<file path="src/rtl/load_store_core.sv">
// Smallest m >= 2 coprime to a sampled 16-bit n, found by subtraction-based Euclid.
// Optional done output enabled by defining LOAD_STORE_DONE_EN.
module load_store_core #(
    parameter int unsigned WIDTH = 16
) (
    input  logic             clock,
    input  logic             rst,
    input  logic [WIDTH-1:0] read_in,
    output logic [WIDTH-1:0] write_out
`ifdef LOAD_STORE_DONE_EN
    ,
    output logic             done
`endif
);

    localparam logic [WIDTH-1:0] One = WIDTH'(1);
    localparam logic [WIDTH-1:0] Two = WIDTH'(2);

    typedef enum logic [2:0] {
        StIdle,
        StLoad,
        StGcd,
        StCheck,
        StFin
    } state_e;

    state_e           state_q, state_d;
    logic [WIDTH-1:0] n_q, n_d;
    logic [WIDTH-1:0] m_q, m_d;
    logic [WIDTH-1:0] a_q, a_d;
    logic [WIDTH-1:0] b_q, b_d;
    logic [WIDTH-1:0] out_q, out_d;

    always_ff @(posedge clock) begin
        if (rst) begin
            state_q <= StIdle;
            n_q     <= '0;
            m_q     <= '0;
            a_q     <= '0;
            b_q     <= '0;
            out_q   <= '0;
        end else begin
            state_q <= state_d;
            n_q     <= n_d;
            m_q     <= m_d;
            a_q     <= a_d;
            b_q     <= b_d;
            out_q   <= out_d;
        end
    end

    always_comb begin
        state_d = state_q;
        n_d     = n_q;
        m_d     = m_q;
        a_d     = a_q;
        b_d     = b_q;
        out_d   = out_q;
        unique case (state_q)
            StIdle: begin
                state_d = StLoad;
            end
            StLoad: begin
                n_d = read_in;
                m_d = Two;
                a_d = read_in;
                b_d = Two;
                if (read_in == '0) begin
                    out_d   = '0;
                    state_d = StFin;
                end else begin
                    state_d = StGcd;
                end
            end
            StGcd: begin
                if (a_q > b_q) begin
                    a_d = a_q - b_q;
                end else if (b_q > a_q) begin
                    b_d = b_q - a_q;
                end else begin
                    state_d = StCheck;
                end
            end
            StCheck: begin
                if (a_q == One) begin
                    out_d   = m_q;
                    state_d = StFin;
                end else if (m_q == '1) begin
                    // Unreachable for any 16-bit n; guards against m wrapping to 0.
                    out_d   = '0;
                    state_d = StFin;
                end else begin
                    m_d     = m_q + One;
                    a_d     = n_q;
                    b_d     = m_q + One;
                    state_d = StGcd;
                end
            end
            StFin: begin
                state_d = StFin;
            end
            default: begin
                state_d = StIdle;
            end
        endcase
    end

    assign write_out = out_q;

`ifdef LOAD_STORE_DONE_EN
    assign done = (state_q == StFin);
`endif

endmodule

</file>
<file path="config.mk">
export PLATFORM = sky130hd
export DESIGN_NAME = load_store_core
export DESIGN_NICKNAME = d
export VERILOG_FILES = /design/src/rtl/load_store_core.sv
export SDC_FILE = /design/constraint.sdc
export NUM_CORES = 1
export LEC_CHECK = 0
export ABC_AREA = 0
export ABC_CLOCK_PERIOD_IN_PS = 4000
export BUFFER_PORTS_ARGS = -buffer_cell sky130_fd_sc_hd__buf_4
export CORE_MARGIN = 5
export CORE_UTILIZATION = 60
export CTS_CLUSTER_SIZE = 10
export DETAILED_ROUTE_END_ITERATION = 10
export GPL_TIMING_DRIVEN = 0
export PLACE_DENSITY = 0.79
export SLEW_MARGIN = 20
export SYNTH_ARGS = -nofsm -noshare
export SYNTH_HDL_FRONTEND = slang
export SYNTH_SLANG_ARGS = --single-unit
</file>
<file path="constraint.sdc">
create_clock -name clock -period 4 [get_ports clock]
set_clock_uncertainty 0.15 [all_clocks]
set_input_delay 1 -clock clock [delete_from_list [all_inputs] [get_ports clock]]
set_output_delay 1 -clock clock [all_outputs]
set_load 0.1 [all_outputs]
</file>
==> impl_metrics.ini, run 1 <==
[timing]
tns_ns = 0
worst_slack_ns = 0.592
grt_setup_unrepaired = no
setup_viol = 0
tightest_slew_ns = 0.892
period_needed_ns = 3.41
drv_slew = 0
final.period_utilization_pct = 85.2
relSlewSlack_pct = 40.0
hold_viol = 0
timing.fmax_mhz = 293

[routing]
dr_total_vias = 5974
drc = 0
via_per_inst = 6.49
drtIter0Drc = 871
met1_length_mm = 7.82
drtPass1Iterations = 6
wl_met2_mm = 8.54
wl_met3_mm = 1.72
topRoutingLayerUsed = met4
wire_per_inst_um = 20.4
wirelength_mm = 18.8
antenna_left = 0

[clock_network]
cts_tree = yes
postCtsSetupBuffers = 0
clkTransAtPathRegs_ns = 0.08
htree_levels = 3
ctsResizeCount = 0
hold_buffers = 0
cts-root-buf = clkbuf_8
cts_buffer_depth = 2
clock-sinks = 83
cts_buffers = 9
clk_latency_ns = 0.37

[worst_setup_path]
required_ns = 4.10
cp_max_fo = 10
startpoint = a_q[15]
cp-end-kind = flip-flop
crit_chain = inv_1 -> ha_1 -> and4_1 -> nand2_1 -> nor4_1 -> o31ai_4 -> nand2_4 -> mux2_1
critPathSlowestCell = nor4_1
cpPeakStageDelay_ns = 0.80
path_class = flip-flop to flip-flop
r2r_start = a_q[15]
worst-endpoint-arrival_ns = 3.51
cp-start-kind = flip-flop

[die]
io_pins = 34
die_area_um2 = 11600
initial_utilization_pct = 61.5
die_h_um = 108
rows = 35
core_area_um2 = 9280
die_w_um = 108

[yosys]
syn_area_per_cell_um2 = 7.69
synthCells = 743
synth_ff_type = dfxtp_1
async_flop_share_pct = 0
synthXorXnorAreaFrac_pct = 4.60
synth_seq_area_share_pct = 29.1
synth_edf_count = 0
synth_nets = 796
synth_cell_types = 71
synth-simple-area-share_pct = 20.7
ys_ff_latch = 83
synth_top_family_by_area = compound AO/OA/AOI/OAI gates
synth_mux_area_share_pct = 1.80
synth-compound-area-share_pct = 29.3
yosysWarnings = 0
syn-cell-area_um2 = 5710
synthAdderAreaFrac_pct = 7.93

[placed_design]
place_ws_ns = 0.668
numPortBuffers = 32
hpwl_mm = 14.4
place_congestion = 0.947

[global_route]
grt_usage_pct = 32.9
grt_first_pass_wirelength_mm = 29.7
overflow = 0
grt_pass1_vias = 5489
antenna_found_initial = 0
grt_max_degree = 15

[layout]
fin_nets = 839
n_antenna_cell = 0
final_core_util_pct = 68.4
final_common_cell = dfxtp_1
mostFrequentLayoutCells = dfxtp_1 (83), a21oi_1 (82), nand2_1 (82)
drive_above_1_share_pct = 10.1
fill_cells = 822
area_growth_pct = 11.2

[worst_hold_path]
hp-start = n_q[7]
hold_class = flip-flop to flip-flop

[flow_run]
cap_violations = 0

[pwr]
p_leak_nw = 2.39
ir_drop_mv = 0.392
power_density_nw_per_um2 = 981

[status]
status = complete, no violations
[worst paths after layout]
kind / to / slack (ns) / depth (start not counted)
max reg2reg: b_q[3] / 0.59 / 8
min: n_q[7] / 0.31 / 2
min reg2reg: n_q[7] / 0.31 / 2
max: b_q[3] / 0.59 / 8
[registers in the layout, summed over array words and instances, names as in the netlist]
| register | count |
|---|---|
| n_q | 16 |
| write_out | 16 |
| b_q | 16 |
| state_q | 3 |
| a_q | 16 |
| m_q | 16 |
[cell families (layout without fill, tap and decap cells)]
| group | after synthesis | in the layout |
|---|---|---|
| AND/OR/NAND/NOR | 244 | 244 |
| adder cells (fa/ha/maj) | 35 | 35 |
| XOR/XNOR | 30 | 30 |
| flip-flops | 83 | 83 |
| buffers and inverters | 93 | 141 |
| multiplexers | 10 | 10 |
| AO/OA/AOI/OAI | 248 | 248 |
[area by class of cell]
class                           count  area (um2)  share of cell area, %
Buffer                             53         225                   3.55
Sequential cell                    83        1660                   26.2
Tap cell                          129         161                   2.54
Clock inverter                      5        85.1                   1.34
Multi-Input combinational cell    567        3680                   57.9
Clock buffer                       11         151                   2.38
Inverter                           40         150                   2.36
Timing Repair Buffer               32         240                   3.78
[routing by layer]
| metal | vias up | track usage, % |
|---|---|---|
| met3 | 58 | 6.54 |
| li1 | 2767 | - |
| met1 | 2797 | 43.8 |
| met2 | 352 | 52.1 |
| met4 | 0 | 13.5 |
| met5 | - | 0 |
[worst max-delay path: cells and delay by family (launching register included)]
family,cells,cell delay (ns)
buf+inv,1,0.13
compound gates,1,0.26
mux,1,0.34
flops,1,0.46
fa+ha+maj,1,0.44
simple gates,4,1.51
[per-stage QoR]
step	hold slack, ns	area [um2]	total power, mW	std cells
after floorplan	0.286	5710	4.20	743
after detailed placement	0.298	6110	5.32	904
after global placement	0.294	6110	5.26	904
after global routing	0.329	6350	6.59	920
final	0.313	6350	6.23	920
after CTS	0.310	6350	6.06	920
[where the power goes]
part / internal [mW] / switching [mW] / leakage [nW]
Sequential: 0.990 / 0.166 / 0.676
Clock: 0.388 / 0.323 / 0.116
Combinational: 1.58 / 2.79 / 1.60
Total: 2.96 / 3.28 / 2.39
[Yosys cell counts, types with 8 or more instances]
cell | count | area, um2
a211oi_1 | 8 | 60.1
a21o_1 | 15 | 113
a21oi_1 | 82 | 410
a22oi_1 | 16 | 120
buf_2 | 12 | 60.1
clkbuf_1 | 37 | 139
dfxtp_1 | 83 | 1660
ha_1 | 33 | 413
inv_1 | 40 | 150
mux2i_1 | 8 | 80.1
nand2_1 | 82 | 308
nand3_1 | 12 | 60.1
nand4_1 | 11 | 68.8
nor2_1 | 67 | 251
nor3_1 | 12 | 60.1
nor4_1 | 15 | 93.8
o211ai_1 | 18 | 135
o21a_1 | 14 | 105
o21ai_0 | 37 | 185
o31ai_1 | 8 | 60.1
xnor2_1 | 19 | 166
xor2_1 | 11 | 96.3
Note: power is estimated with default switching activity, not from simulation.
==> run 2, diff against run 1 <==
--- a/config.mk
+++ b/config.mk
@@ -8,12 +8,11 @@
 export ABC_AREA = 0
 export ABC_CLOCK_PERIOD_IN_PS = 4000
 export BUFFER_PORTS_ARGS = -buffer_cell sky130_fd_sc_hd__buf_4
-export CORE_MARGIN = 5
-export CORE_UTILIZATION = 60
+export CORE_MARGIN = 2
+export CORE_UTILIZATION = 25
 export CTS_CLUSTER_SIZE = 10
 export DETAILED_ROUTE_END_ITERATION = 10
 export GPL_TIMING_DRIVEN = 0
-export PLACE_DENSITY = 0.79
 export SLEW_MARGIN = 20
 export SYNTH_ARGS = -nofsm -noshare
 export SYNTH_HDL_FRONTEND = slang
==> run 2 against run 1 <==
Critical path depth rose by 3. Via count decreased by 3.8%. Maximum frequency shrank 0.69%. Combinational power barely moved. Clock-buffer cell count is 1 higher. Wire length is 5.4% higher. Total power is 0.13% higher. Critical endpoint is now b_q[12]. Largest cell class unchanged.
==> impl_metrics.ini, run 2 (synthesized netlist as in run 1, its figures left out) <==
[worst_setup_path]
cp-end-kind = flip-flop
worst-endpoint-arrival_ns = 3.52
ff2ff_setup_slack_ns = 0.57
reg2regPathDepth = 11
path_class = flip-flop to flip-flop
r2r_start = a_q[0]
cp_max_fo = 10
r2r-end = b_q[12]
required_ns = 4.09
cp-start-kind = flip-flop

[global_route]
grt_usage_pct = 16.5
grt_first_pass_wirelength_mm = 30.7
antenna_found_initial = 0
grt_pass1_vias = 5400
overflow = 0
grt_max_degree = 12

[placed_design]
place_area_um2 = 6310
numPortBuffers = 32
place_congestion = 0.917
hpwl_mm = 15.3
place_inst = 1060
place_ws_ns = 0.610

[timing]
tightest_slew_ns = 1.06
tns_ns = 0
final.period_utilization_pct = 85.8
timing.fmax_mhz = 291
hold_viol = 0
period_needed_ns = 3.43
relSlewSlack_pct = 28.6
setup_viol = 0
drv_slew = 0
grt_setup_unrepaired = no
worst_slack_ns = 0.568

[layout]
fin_area_um2 = 6570
final_common_cell = dfxtp_1
n_antenna_cell = 0
mostFrequentLayoutCells = dfxtp_1 (83), a21oi_1 (82), nand2_1 (82)
fill_cells = 2398
drive_above_1_share_pct = 9.53
fin_nets = 839
final_cells = 1072
area_growth_pct = 14.9

[pwr]
swShare_pct = 51.9
seqPwrFrac_pct = 18.6
p_switching_mw = 3.24
power_density_nw_per_um2 = 950
power_frac_comb_pct = 69.4
p_leak_nw = 2.40
finalPower_mw = 6.24
internal_power_mw = 3.00
clkPwrFrac_pct = 12.1
ir_drop_mv = 0.285

[worst_hold_path]
hp-start = n_q[8]
hold_class = flip-flop to flip-flop
whs_endpoint = n_q[8]
holdPathStages = 2

[clock_network]
cts-root-buf = clkbuf_16
clk_latency_ns = 0.35
clock-sinks = 83
clkTransAtPathRegs_ns = 0.06
htree_levels = 3
hold_buffers = 0
postCtsSetupBuffers = 0
cts_buffers = 9
cts_buffer_depth = 2
cts_tree = yes
ctsResizeCount = 0

[die]
die_w_um = 155
rows = 55
die_h_um = 155
die_area_um2 = 24100
io_pins = 34
initial_utilization_pct = 25.4
core_area_um2 = 22500

[routing]
dr_total_vias = 5746
drtPass1Iterations = 5
via_per_inst = 5.36
wirelength_mm = 19.8
drc = 0
wire_per_inst_um = 18.4
drtIter0Drc = 573
antenna_left = 0

[status]
status = complete, no violations

[flow_run]
cap_violations = 0
==> run 2: cell count changes in the layout (fill, tap and decap cells not counted), sizes merged <==
cell / delta
bufinv: -2
clkinv: -2
clkbuf: +1
clkinvlp: -1
==> run 2: worst max-delay path, stage by stage, from the launching register on <==
cell and delay (ns):
dfxtp_1 0.32, inv_1 0.08, ha_1 0.19, inv_1 0.06, fa_1 0.41, a21o_1 0.23, a221oi_4 0.43, a211oi_2 0.15
nand2b_4 0.19, o31ai_4 0.51, nand2_4 0.21, a2111oi_2 0.39
==> run 2: power by group through the flow <==
stage          Combinational (mW)  Sequential, mW  Clock (mW)
6_report                     4.33            1.16       0.752
5_1_grt                      4.72            1.18       0.797
4_1_cts                      4.23            1.16       0.762
3_5_place_dp                 4.19            1.18           0
3_3_place_gp                 4.21            1.17           0
2_1_floorplan                3.09            1.11           0
==> run 2: per-layer routing <==
layer  wire, um  part of all wire [%]  GRT usage (%)
met4        842                   4.3           8.08
met1       8790                    44           22.0
met2       8820                    45           26.2
met3       1310                   6.6           2.20
met5          0                     0              0
==> run 2: layout make-up <==
cell class	count	area [um2]	share of cell area [%]
plain buffers	53	225	3.43
flip-flops and latches	83	1660	25.3
multi-input cells	567	3680	56.0
repair buffers	32	240	3.66
inverters	40	150	2.29
clock buffers	12	256	3.91
well taps	285	357	5.43
==> run 2: per-stage QoR <==
stage          hold WS (ns)  utilization [%]
2_1_floorplan         0.286                -
3_3_place_gp          0.292             28.0
3_5_place_dp          0.298             28.0
4_1_cts               0.306             29.2
5_1_grt               0.322             29.2
6_report              0.307             29.2
==> run 2: how the worst max path moves through the flow <==
stage	from	end	depth (start not counted)
floorplan	a_q[0]	b_q[12]	11
global placement	a_q[0]	b_q[12]	11
detailed placement	a_q[0]	b_q[12]	11
CTS	a_q[0]	b_q[12]	11
global route	a_q[1]	b_q[3]	9
finish	a_q[0]	b_q[12]	11
==> run 3, diff against run 2 <==
--- a/config.mk
+++ b/config.mk
@@ -10,6 +10,7 @@
 export BUFFER_PORTS_ARGS = -buffer_cell sky130_fd_sc_hd__buf_4
 export CORE_MARGIN = 2
 export CORE_UTILIZATION = 25
+export CTS_BUF_LIST = sky130_fd_sc_hd__clkbuf_4
 export CTS_CLUSTER_SIZE = 10
 export DETAILED_ROUTE_END_ITERATION = 10
 export GPL_TIMING_DRIVEN = 0
==> run 3 against run 2 <==
Sequential power hardly changed. Setup slack got worse by 0.023 ns. Maximum frequency is 0.67% lower. Hold slack better by 0.011 ns. Combinational power barely moved. Cell count about the same. Clock-buffer cell count decreased by 2. First-iteration DRC count is 1.7% higher. Via count fell by 0.14%. Non-clock buffer count did not move. Sequential cell count stayed put. Critical endpoint is now b_q[7].
==> impl_metrics.ini, run 3 (synthesized netlist as in run 1, its figures left out) <==
[status]
status = complete, no violations

[global_route]
grt_usage_pct = 16.4
grt_max_degree = 12
grt_pass1_vias = 5407
grt_first_pass_wirelength_mm = 30.7
overflow = 0
antenna_found_initial = 1

[timing]
setup_viol = 0
drv_slew = 0
tns_ns = 0
grt_setup_unrepaired = no
period_needed_ns = 3.46
hold_viol = 0
hold_slack_ns = 0.318
relSlewSlack_pct = 27.5
final.period_utilization_pct = 86.4
tightest_slew_ns = 1.07
timing.fmax_mhz = 289

[die]
initial_utilization_pct = 25.4
io_pins = 34
die_area_um2 = 24100
core_area_um2 = 22500
die_h_um = 155
die_w_um = 155
rows = 55

[worst_setup_path]
r2r-end = b_q[7]
reg2regPathDepth = 9
cp_max_fo = 10
r2r_start = a_q[1]
ff2ff_setup_slack_ns = 0.54
path_class = flip-flop to flip-flop
startpoint = a_q[1]
cp-start-kind = flip-flop
required_ns = 4.19
critPathCapture = b_q[7]
cp-end-kind = flip-flop
worst-endpoint-arrival_ns = 3.65

[clock_network]
ctsResizeCount = 0
cts-root-buf = clkbuf_4
clock-sinks = 83
cts_buffer_depth = 2
htree_levels = 3
cts_buffers = 9
postCtsSetupBuffers = 0
clk_latency_ns = 0.45
clkTransAtPathRegs_ns = 0.13
hold_buffers = 0
cts_tree = yes

[placed_design]
numPortBuffers = 32
place_congestion = 0.917
hpwl_mm = 15.3

[worst_hold_path]
hold_class = flip-flop to flip-flop

[routing]
drtIter0Drc = 583
wirelength_mm = 19.7
drtPass1Iterations = 5
antenna_left = 0
dr_total_vias = 5738
via_per_inst = 5.35
wire_per_inst_um = 18.4
drc = 0

[pwr]
ir_drop_mv = 0.289
finalPower_mw = 5.88
p_leak_nw = 2.32
power_density_nw_per_um2 = 919

[layout]
area_growth_pct = 11.9
fill_cells = 2422
final_common_cell = dfxtp_1
mostFrequentLayoutCells = dfxtp_1 (83), a21oi_1 (82), nand2_1 (82)
fin_nets = 839
drive_above_1_share_pct = 9.40

[flow_run]
cap_violations = 0
-- run 3: cell types whose count changed in the layout (fill, tap and decap cells not counted) --
cell / change
clkbuf_8: -2
clkbuf_16: -9
clkbuf_4: +10
clkinv_1: +2
clkbuf_1: -1
diode_2: +1
-- run 3: layer usage --
metal	vias to the layer above	part of all wire [%]	GRT usage [%]
li1	2770	-	-
met1	2650	44	21.9
met2	271	45	26.0
met3	47	6.9	2.40
met4	0	4.3	7.86
met5	-	0	0
-- run 3: cell type report --
type | count | area [um2] | area share (%)
multi-input cells | 567 | 3680 | 57.5
flip-flops and latches | 83 | 1660 | 26.0
well taps | 285 | 357 | 5.58
repair buffers | 32 | 240 | 3.76
plain buffers | 53 | 225 | 3.52
inverters | 40 | 150 | 2.35
clock buffers | 10 | 75.1 | 1.17
clock inverters | 2 | 7.51 | 0.117
diodes | 1 | 2.50 | 0.0391
-- run 3: how the worst min path moves through the flow --
| stage | from | endpoint | slack (ns) | cells past startpoint |
|---|---|---|---|---|
| after floorplan | n_q[1] | n_q[1] | 0.29 | 2 |
| after global placement | n_q[7] | n_q[7] | 0.29 | 2 |
| after detailed placement | n_q[8] | n_q[8] | 0.30 | 2 |
| after CTS | n_q[8] | n_q[8] | 0.31 | 2 |
| after global routing | n_q[8] | n_q[8] | 0.33 | 2 |
| final | n_q[6] | n_q[6] | 0.32 | 2 |
-- run 3: where the power goes --
group          switching [mW]  internal, mW  leakage (nW)
clock                   0.270         0.118        0.0491
combinational            2.76          1.57          1.60
sequential              0.170         0.990         0.676
-- run 3: stage by stage --
| step | area [um2] | util (%) | instances | worst slack (ns) |
|---|---|---|---|---|
| final | 6390 | 28.4 | 1073 | 0.545 |
| after floorplan | 5710 | - | 743 | 1.12 |
| after global routing | 6390 | 28.4 | 1073 | 0.314 |
| after global placement | 6310 | 28.0 | 1060 | 0.614 |
| after CTS | 6390 | 28.4 | 1072 | 0.558 |
| after detailed placement | 6310 | 28.0 | 1060 | 0.610 |
-- run 3: critical path, cell delays in order, from the launching register on --
cell      delay, ns
dfxtp_1        0.45
inv_1          0.11
fa_1           0.48
a21o_1         0.21
a221oi_2       0.48
a21oi_1        0.25
a21boi_1       0.42
o31ai_4        0.19
nand2_4        0.25
mux2_1         0.34
